### src/rtl/alu_iter.sv
// alu_iter: iterative integer ALU.
// Single-cycle logic/arithmetic/shift operations, and multi-cycle
// shift-add multiply and restoring divide with one iteration per clock.
// A request is taken when in_valid && in_ready. Results and flags are held
// until the next out_valid pulse.

module alu_iter #(
    parameter int WIDTH = 16,
    parameter int SHW   = $clog2(WIDTH)
) (
    input  logic             clk,
    input  logic             reset,
    input  logic             in_valid,
    output logic             in_ready,
    input  logic [2:0]       op,
    input  logic             signed_op,
    input  logic [WIDTH-1:0] a,
    input  logic [WIDTH-1:0] b,
    output logic             out_valid,
    output logic [WIDTH-1:0] result,
    output logic [WIDTH-1:0] result_hi,
    output logic             Z,
    output logic             C,
    output logic             V,
    output logic             N,
    output logic             dz
);

    // The counter has to hold the value WIDTH itself, hence WIDTH+1.
    localparam int             CW       = $clog2(WIDTH + 1);
    localparam logic [CW-1:0]  ITERS    = CW'(WIDTH);
    localparam logic [CW-1:0]  CNT_ONE  = CW'(1);
    localparam logic [WIDTH-1:0] MOST_NEG = {1'b1, {(WIDTH-1){1'b0}}};

    typedef enum logic [2:0] {
        OP_AND = 3'b000,
        OP_ADD = 3'b001,
        OP_SUB = 3'b010,
        OP_SLL = 3'b011,
        OP_SRL = 3'b100,
        OP_SRA = 3'b101,
        OP_MUL = 3'b110,
        OP_DIV = 3'b111
    } op_e;

    typedef enum logic {
        IDLE,
        BUSY
    } state_e;

    // Everything that is published on an out_valid pulse.
    typedef struct packed {
        logic [WIDTH-1:0] lo;
        logic [WIDTH-1:0] hi;
        logic             z;
        logic             c;
        logic             v;
        logic             n;
        logic             dz;
    } res_t;

    // ------------------------------------------------------------------
    // State
    // ------------------------------------------------------------------
    state_e            state;
    logic [CW-1:0]     cnt;
    logic              is_div_q;   // iterating a divide (else multiply)
    logic              neg_lo_q;   // negate product / quotient at the end
    logic              neg_hi_q;   // negate remainder at the end
    logic              sgn_q;      // signed MUL: overflow test uses sign extension
    logic              ovf_q;      // signed most-negative / -1 divide
    logic [WIDTH-1:0]  dvs_q;      // multiplicand or divisor magnitude
    logic [WIDTH-1:0]  hi_q;       // partial product high half / partial remainder
    logic [WIDTH-1:0]  lo_q;       // multiplier bits / dividend bits -> quotient
    res_t              out_q;

    // ------------------------------------------------------------------
    // Request handshake and operand preparation
    // ------------------------------------------------------------------
    logic              accept;
    logic              is_iter;
    logic [WIDTH-1:0]  mag_a;
    logic [WIDTH-1:0]  mag_b;
    logic [SHW-1:0]    sh;

    assign in_ready = (state == IDLE) && !reset;
    assign accept   = in_valid && in_ready;
    assign is_iter  = (op == OP_MUL) || ((op == OP_DIV) && (b != '0));
    assign sh       = b[SHW-1:0];

    // The most-negative value maps onto itself, which is its correct
    // magnitude when read as unsigned.
    assign mag_a = (signed_op && a[WIDTH-1]) ? -a : a;
    assign mag_b = (signed_op && b[WIDTH-1]) ? -b : b;

    // ------------------------------------------------------------------
    // Single-cycle operations, computed straight from the request inputs
    // ------------------------------------------------------------------
    res_t              fast;
    logic [WIDTH:0]    fast_sum;
    logic [WIDTH:0]    fast_diff;

    assign fast_sum  = {1'b0, a} + {1'b0, b};
    assign fast_diff = {1'b0, a} - {1'b0, b};

    // Result and flags for the latency-1 operations.
    always_comb begin
        // NOTE: every field gets a default before the case, so no path can leave a value unassigned and infer a latch.
        fast = '0;
        case (op)
            OP_AND: fast.lo = a & b;
            OP_ADD: begin
                fast.lo = fast_sum[WIDTH-1:0];
                fast.c  = fast_sum[WIDTH];
                fast.v  = (a[WIDTH-1] == b[WIDTH-1]) &&
                          (fast_sum[WIDTH-1] != a[WIDTH-1]);
            end
            OP_SUB: begin
                fast.lo = fast_diff[WIDTH-1:0];
                fast.c  = fast_diff[WIDTH];
                fast.v  = (a[WIDTH-1] != b[WIDTH-1]) &&
                          (fast_diff[WIDTH-1] != a[WIDTH-1]);
            end
            OP_SLL: fast.lo = a << sh;
            OP_SRL: fast.lo = a >> sh;
            OP_SRA: fast.lo = $unsigned($signed(a) >>> sh);
            OP_DIV: begin
                // Only reached on this path when b == 0.
                fast.lo = '1;
                fast.hi = a;
                fast.dz = 1'b1;
            end
            default: fast.lo = '0;
        endcase
        fast.z = (fast.lo == '0);
        fast.n = fast.lo[WIDTH-1];
    end

    // ------------------------------------------------------------------
    // One iteration of shift-add multiply or restoring divide
    // ------------------------------------------------------------------
    logic [WIDTH:0]    mul_sum;
    logic [WIDTH:0]    div_shift;
    logic [WIDTH:0]    div_diff;
    logic [WIDTH-1:0]  nxt_hi;
    logic [WIDTH-1:0]  nxt_lo;

    assign mul_sum   = {1'b0, hi_q} + (lo_q[0] ? {1'b0, dvs_q} : {(WIDTH+1){1'b0}});
    assign div_shift = {hi_q, lo_q[WIDTH-1]};
    assign div_diff  = div_shift - {1'b0, dvs_q};

    // Next partial values; a set top bit of div_diff means the trial
    // subtraction went negative and the remainder is restored.
    always_comb begin
        if (is_div_q) begin
            nxt_hi = div_diff[WIDTH] ? div_shift[WIDTH-1:0] : div_diff[WIDTH-1:0];
            nxt_lo = {lo_q[WIDTH-2:0], ~div_diff[WIDTH]};
        end else begin
            nxt_hi = mul_sum[WIDTH:1];
            nxt_lo = {mul_sum[0], lo_q[WIDTH-1:1]};
        end
    end

    // ------------------------------------------------------------------
    // Completion of an iterative operation: sign fix-up and flags
    // ------------------------------------------------------------------
    res_t              fin;
    logic [2*WIDTH-1:0] mag_prod;
    logic [2*WIDTH-1:0] prod;

    assign mag_prod = {nxt_hi, nxt_lo};
    assign prod     = neg_lo_q ? -mag_prod : mag_prod;

    // Signed results are rebuilt from magnitudes after the last iteration.
    always_comb begin
        fin = '0;
        if (is_div_q) begin
            fin.lo = neg_lo_q ? -nxt_lo : nxt_lo;
            fin.hi = neg_hi_q ? -nxt_hi : nxt_hi;
            fin.v  = ovf_q;
        end else begin
            fin.lo = prod[WIDTH-1:0];
            fin.hi = prod[2*WIDTH-1:WIDTH];
            fin.v  = sgn_q ? (fin.hi != {WIDTH{fin.lo[WIDTH-1]}})
                           : (fin.hi != '0);
        end
        fin.z = (fin.lo == '0);
        fin.n = fin.lo[WIDTH-1];
    end

    // ------------------------------------------------------------------
    // Control FSM, iteration registers and registered outputs
    // ------------------------------------------------------------------
    // Accept requests, step the iteration, publish results.
    always_ff @(posedge clk) begin
        if (reset) begin
            // NOTE: the datapath registers are reset as well, because the outputs have to read zero while reset is held.
            state     <= IDLE;
            cnt       <= '0;
            is_div_q  <= 1'b0;
            neg_lo_q  <= 1'b0;
            neg_hi_q  <= 1'b0;
            sgn_q     <= 1'b0;
            ovf_q     <= 1'b0;
            dvs_q     <= '0;
            hi_q      <= '0;
            lo_q      <= '0;
            out_q     <= '0;
            out_valid <= 1'b0;
        end else begin
            // NOTE: non-blocking assignments here, so every register samples the values from before this edge.
            out_valid <= 1'b0;
            case (state)
                IDLE: begin
                    if (accept) begin
                        if (is_iter) begin
                            state    <= BUSY;
                            cnt      <= ITERS;
                            is_div_q <= (op == OP_DIV);
                            neg_lo_q <= signed_op && (a[WIDTH-1] ^ b[WIDTH-1]);
                            neg_hi_q <= signed_op && a[WIDTH-1];
                            sgn_q    <= signed_op;
                            ovf_q    <= signed_op && (op == OP_DIV) &&
                                        (a == MOST_NEG) && (b == '1);
                            dvs_q    <= mag_b;
                            hi_q     <= '0;
                            lo_q     <= mag_a;
                        end else begin
                            out_q     <= fast;
                            out_valid <= 1'b1;
                        end
                    end
                end
                BUSY: begin
                    hi_q <= nxt_hi;
                    lo_q <= nxt_lo;
                    cnt  <= cnt - CNT_ONE;
                    if (cnt == CNT_ONE) begin
                        state     <= IDLE;
                        out_q     <= fin;
                        out_valid <= 1'b1;
                    end
                end
                default: state <= IDLE;
            endcase
        end
    end

    assign result    = out_q.lo;
    assign result_hi = out_q.hi;
    assign Z         = out_q.z;
    assign C         = out_q.c;
    assign V         = out_q.v;
    assign N         = out_q.n;
    assign dz        = out_q.dz;

endmodule

### config.mk
export PLATFORM = sky130hd
export DESIGN_NAME = alu_iter
export DESIGN_NICKNAME = d
export VERILOG_FILES = /design/src/rtl/alu_iter.sv
export SDC_FILE = /design/constraint.sdc
export NUM_CORES = 1
export LEC_CHECK = 0
export ABC_AREA = 1
export CAP_MARGIN = 5
export CORE_ASPECT_RATIO = 1.1
export CORE_UTILIZATION = 55
export DETAILED_ROUTE_END_ITERATION = 10
export HOLD_SLACK_MARGIN = 0.12
export PLACE_DENSITY = 0.86
export SLEW_MARGIN = 20
export SYNTH_ARGS = -nofsm -noshare
export SYNTH_HDL_FRONTEND = slang
export SYNTH_SLANG_ARGS = --single-unit
### constraint.sdc
create_clock -name clk -period 5.8 [get_ports clk]
set_input_delay 0.58 -clock clk [delete_from_list [all_inputs] [get_ports clk]]
set_output_delay 0.58 -clock clk [all_outputs]
set_load 0.02 [all_outputs]
=== Yosys cells after proc, flatten, opt, wreduce, memory -nomap -nowiden ===
Index checks and enable logic that the tools add are counted.

* Register bits: 97
* Input port bits: 39
* Output and inout bits: 39
* Word-level logic and storage cells: 112

* Add/sub/neg operators: 10
* Equal/unequal tests: 19
* Shift operators: 3
* Mux-type cells: 37
* Bitwise gates (word level): 4
* Reduce and logical (&&, ||, !) cells: 21

{| class="wikitable"
|+ Operator list
! kind !! count
|-
| 16-bit two-way mux || 13
|-
| 16-bit one-hot mux with 7 select lines || 1
|-
| 37-bit two-way mux || 3
|-
| 37-bit one-hot mux with 2 select lines || 1
|-
| 32-bit two-way mux || 2
|-
| 16-bit negator || 4
|-
| 16-bit one-hot mux with 2 select lines || 2
|-
| 16-bit by 16-bit adder with 17-bit output || 2
|-
| 16-bit equality test (second input constant) || 2
|-
| 16-bit logical NOT || 2
|-
| 32-bit negator || 1
|-
| 16-bit nonzero test || 2
|-
| 16-bit by 16-bit subtractor with 17-bit output || 1
|-
| 17-bit by 16-bit subtractor with 17-bit output || 1
|-
| 16-bit bitwise AND || 1
|-
| 16-bit != test || 1
|-
| 16-bit by 4-bit << shifter with 16-bit output || 1
|-
| 16-bit by 4-bit right shift with 16-bit output || 1
|-
| 16-bit by 4-bit >>> shifter with 16-bit output || 1
|-
| 3-bit equality test (second input constant) || 4
|-
| 1-bit logical AND || 11
|-
| 5-bit two-way mux || 2
|-
| 5-bit one-hot mux with 2 select lines || 1
|-
| 1-bit two-way mux || 9
|-
| other kinds (17) || 25
|}

=== Depth between registers and ports, before layout ===
* Depth in word-level cells: 10
* Mapped depth: 34
* Depth with buffers taken out: 34

=== Worst setup path after synthesis ===
Ideal clock, no wire load.

* Path type: register -> register
* Start: register lo_q[15]
* End: register out_q (netlist bit V)
* Setup time: 0.122 ns
* Data arrival time: 3.561 ns
* Data required time: 5.678 ns
* Setup slack: 2.118 ns
* Stages on the path, launching flop included: 32
* Buffers on the path: 0
* Clock period less this slack: 3.682 ns
* Cell sequence: dfxtp_1 inv_1 ha_1 inv_1 fa_1 nand2_1 nand2_1 nand3_1 nand2_1 nand2_1 nand2_2 nand2_4 nand3_1 nand2_2 ha_1 nand3b_1 or2_1 nor2_2 nand3_1 nor2_1 nand2_1 nand2_1 xor2_1 inv_1 a21oi_1 nand2_1 nor2_1 nand2_1 nor2_1 nand2_1 nand2_1 a21oi_2

* Cells in the longest elaborated chain, start to end: 10
* Elaborated cells between the ends (all ways): 13
* Classes of those cells: 2 x add/sub; 1 x eq/ne; 8 x mux; 1 x bitwise; 1 x reduce/logical

{| class="wikitable"
|+ Ends and longest elaborated chain
! what !! RTL line !! RTL
|-
| from (decl) || 74 || <nowiki>logic [WIDTH-1:0] lo_q;</nowiki>
|-
| from (signal assigned) || 227 || <nowiki>lo_q <= mag_a;</nowiki>
|-
| from (signal assigned) || 236 || <nowiki>lo_q <= nxt_lo;</nowiki>
|-
| 17-bit by 16-bit subtractor with 17-bit output || 150 || <nowiki>assign div_diff = div_shift - {1'b0, dvs_q};</nowiki>
|-
| 16-bit two-way mux or 1-bit inverter (tied branches) || 156, 157 ||
|-
| 16-bit two-way mux || 155 || <nowiki>if (is_div_q) begin</nowiki>
|-
| 32-bit negator || 172 || <nowiki>assign prod = neg_lo_q ? -mag_prod : mag_prod;</nowiki>
|-
| 32-bit two-way mux (*) || 172 ||
|-
| 16-bit != test or 16-bit nonzero test (tied branches) || 184, 185 ||
|-
| 1-bit two-way mux (*) || 184 || <nowiki>fin.v = sgn_q ? (fin.hi != {WIDTH{fin.lo[WIDTH-1]}})</nowiki>
|-
| 1-bit two-way mux (*) || 177 || <nowiki>if (is_div_q) begin</nowiki>
|-
| 37-bit two-way mux (*) || 238 || <nowiki>if (cnt == CNT_ONE) begin</nowiki>
|-
| 37-bit one-hot mux with 2 select lines (*) || 213 || <nowiki>case (state)</nowiki>
|-
| to (signal assigned) || 229 || <nowiki>out_q <= fast;</nowiki>
|-
| to (signal assigned) || 240 || <nowiki>out_q <= fin;</nowiki>
|-
| to (decl) || 75 || <nowiki>res_t out_q;</nowiki>
|}

Every way passes the cells marked *; elsewhere a longest branch is shown, timed or not. The select of a mux whose other input is x is not followed.
A chain may end at the register's enable or synchronous reset.

=== Worst setup path after layout ===
Same ends and word-level chain as after synthesis.

==> flow_summary.toml <==
[sta]
max_freq_mhz = 215
slew_headroom_pct = 27.4
setup_tns_ps = 0
rsz0062_at_grt = "false"
setup_violations = 0
final_max_slew_viol_count = 0
finalCritPeriodShare_pct = 80.0
hold_viol = 0
fin_skew_ps = 17.6
tightest_slew_ps = 1080
finalCriticalPeriod_ps = 4640

[clocking]
numClockSinks = 96
cts_hold_buf = 0
root_buffer = "clkbuf_16"
cts_buffer_depth = 2
postCtsSetupRepairBufs = 0
cts_buffers = 9
cts_tree = "done"
post_cts.resized_instances = 0
clock_latency_ps = 370
cts.reportedPaths.clkPinSlew_ps = 80
htreeDepth = 3

[placement]
place_hpwl_um = 35300
io_buffers = 77
place.gp.congestion = 1.09

[final_layout]
areaGrowthSynthToFinish_pct = 10.5
diodes = 0
drive_above_1_share_pct = 4.70
regArea_mm2 = 0.00192
fin_nets = 2195
fillers = 2076
multi_input_area_mm2 = 0.00847
postLayoutCoreUtil_pct = 62.4

[status]
outcome = "finished, final reports clean"

[global_route]
grt_pass1_wl_um = 71200
grt_max_degree = 69
overflow = 0
antenna_found_initial = 0
first_global_vias = 13530
grt_usage_pct = 41.5

[hold_path]
hold_class = "reg -> reg"
hold_depth = 2

[drt]
drc = 0
wire_per_inst_um = 19.1
vias = 14352
drt_first_pass_iters = 6
drtIter0Drc = 1444
finalWirelength_um = 45300
antenna_left = 0
avgViaCountPerCell = 6.06

[critical_path]
reg2reg_depth = 32
worst-path-max-fanout = 8
crit_end = "V$_SDFFE_PP0P_"
required_ps = 6050
path_buf_inv = 3
critPathSlowestCell = "fa_1"
worstReg2RegEnd = "V$_SDFFE_PP0P_"
worstSetupStartpointType = "flip-flop"
crit_top_cell = "nand2_1"
end_kind = "flip-flop"
rrSetupSlack_ps = 1160
cp.depth = 32
critPathTopFamily = "simple AND/OR/NAND/NOR gates"
crit_arrival_ps = 4890
reg2reg_from = "lo_q[15]$_SDFFE_PP0P_"
cpPeakStageDelay_ps = 470
worstSetupPathType = "reg -> reg"
worstSetupStartpoint = "lo_q[15]$_SDFFE_PP0P_"

[logic_synthesis]
yosysWarnings = 0
synth_top_area_share_pct = 17.8
synthDistinctLibCells = 56
synthFlopType = "dfxtp_1"
synth_seq_cells = 96
avgSynthCellArea_um2 = 5.70
synth_edf_count = 0
yosys.area.top_type = "nand2_1"
synth.area.top_cells = "nand2_1, dfxtp_1, inv_1"
synth_cells = 2059
netlist_area_mm2 = 0.0117
syn_nets = 2174
seq_area_frac_synth_pct = 16.4
synthArstFlopShare_pct = 0

[floorplan]
ios = 78
core_mm2 = 0.0208
rows = 55
die-area_mm2 = 0.0219
dieWidth_um = 141
die_h_um = 155
start_util_pct = 56.5

[power]
p_leak_nw = 6.09
cellPowerDensity_mw_per_mm2 = 170
totalPowerFinal_mw = 2.21
vdd_drop_max_uv = 128

[job]
max_cap_viol_count = 0
==> power by group <==
group	internal [mW]	switching (mW)	leakage [nW]
registers	0.687	0.0222	0.781
logic	0.278	0.597	5.16
clock network	0.312	0.315	0.153
total	1.28	0.934	6.09
==> layer usage <==
layer,GRT usage (%),part of all wire [%],vias up
met5,0,0,-
met4,31.6,8.4,0
met3,6.96,9.3,243
met2,68.8,45,843
met1,47.9,38,6381
li1,-,-,6885
==> worst min-delay path: stages, from the launching register on <==
cell and delay (ps):
dfxtp_1 320, nand2_1 60, nand2_1 40
==> per-stage QoR <==
stage               hold WS (ps)  area (um2)  setup WS (ps)  instances
floorplan                    444       11700           2120       2059
global placement             437       12700           1040       2354
detailed placement           444       12700            906       2354
CTS                          459       13000           1240       2370
global route                 495       13000            802       2370
finish                       461       13000           1160       2370
==> placed cells by master, fill, tap and decap left out, types with 5 or more instances in the layout <==
cell type,count
clkinv_1,6
o211ai_1,19
o22ai_1,8
xor2_1,40
inv_2,7
o2111ai_1,5
nand2_1,558
nor4_1,7
o21a_1,5
o21ai_0,177
inv_1,250
nor2_1,159
nand4_1,31
nand3_1,149
buf_4,21
clkbuf_16,9
a211oi_1,11
a31oi_1,12
nor2_2,11
o31ai_1,7
nand2_2,16
a21oi_1,185
dfxtp_1,94
o21bai_1,6
a22oi_1,14
nor3_1,30
o21ai_1,9
a221oi_1,6
xnor2_1,12
nand3b_1,7
or2_2,9
ha_1,72
o221ai_1,10
clkdlybuf4s50_1,76
==> registers in the layout, indices dropped and copies added (netlist names) <==
name and cells:
dvs_q 16, V 1, neg_lo_q 1, out_valid 1, hi_q 16, ovf_q 1
state 1, C 1, result 16, lo_q 16, result_hi 16, dz 1
is_div_q 1, Z 1, neg_hi_q 1, sgn_q 1, cnt 5
==> cells in the mapped netlist (19+ instances only) <==
cell / instances
xor2_1: 40
nand4_1: 31
nor2_1: 161
nand3_1: 149
ha_1: 72
o211ai_1: 19
nand2_1: 558
nor3_1: 30
a21oi_1: 185
o21ai_0: 177
inv_1: 251
clkbuf_1: 69
dfxtp_1: 96
==> layout make-up <==
cell class,instances,area share (%)
repair buffers,98,7.12
multi-input cells,1612,65.3
clock inverters,7,0.685
well taps,285,2.75
flip-flops and latches,96,14.8
clock buffers,9,1.74
inverters,263,7.61
==> logic make-up after synthesis <==
logic type / share of synthesized area (%)
and+or+nand+nor: 36.5
AOI/OAI and AO/OA: 23.4
buffers and inverters: 11.5
DFF: 16.4
adders and majority gates: 8.35
xor gates and xnor gates: 3.88
==> worst min path at each step <==
stage | start | to | slack (ps)
2_1_floorplan | lo_q[10]$_SDFFE_PP0P_ | lo_q[10]$_SDFFE_PP0P_ | 440
3_3_place_gp | dz$_SDFFE_PP0P_ | dz$_SDFFE_PP0P_ | 440
3_5_place_dp | dz$_SDFFE_PP0P_ | dz$_SDFFE_PP0P_ | 440
4_1_cts | dz$_SDFFE_PP0P_ | dz$_SDFFE_PP0P_ | 460
5_1_grt | lo_q[10]$_SDFFE_PP0P_ | lo_q[10]$_SDFFE_PP0P_ | 490
6_report | dz$_SDFFE_PP0P_ | dz$_SDFFE_PP0P_ | 460
Power figures use the tool's default switching activity.
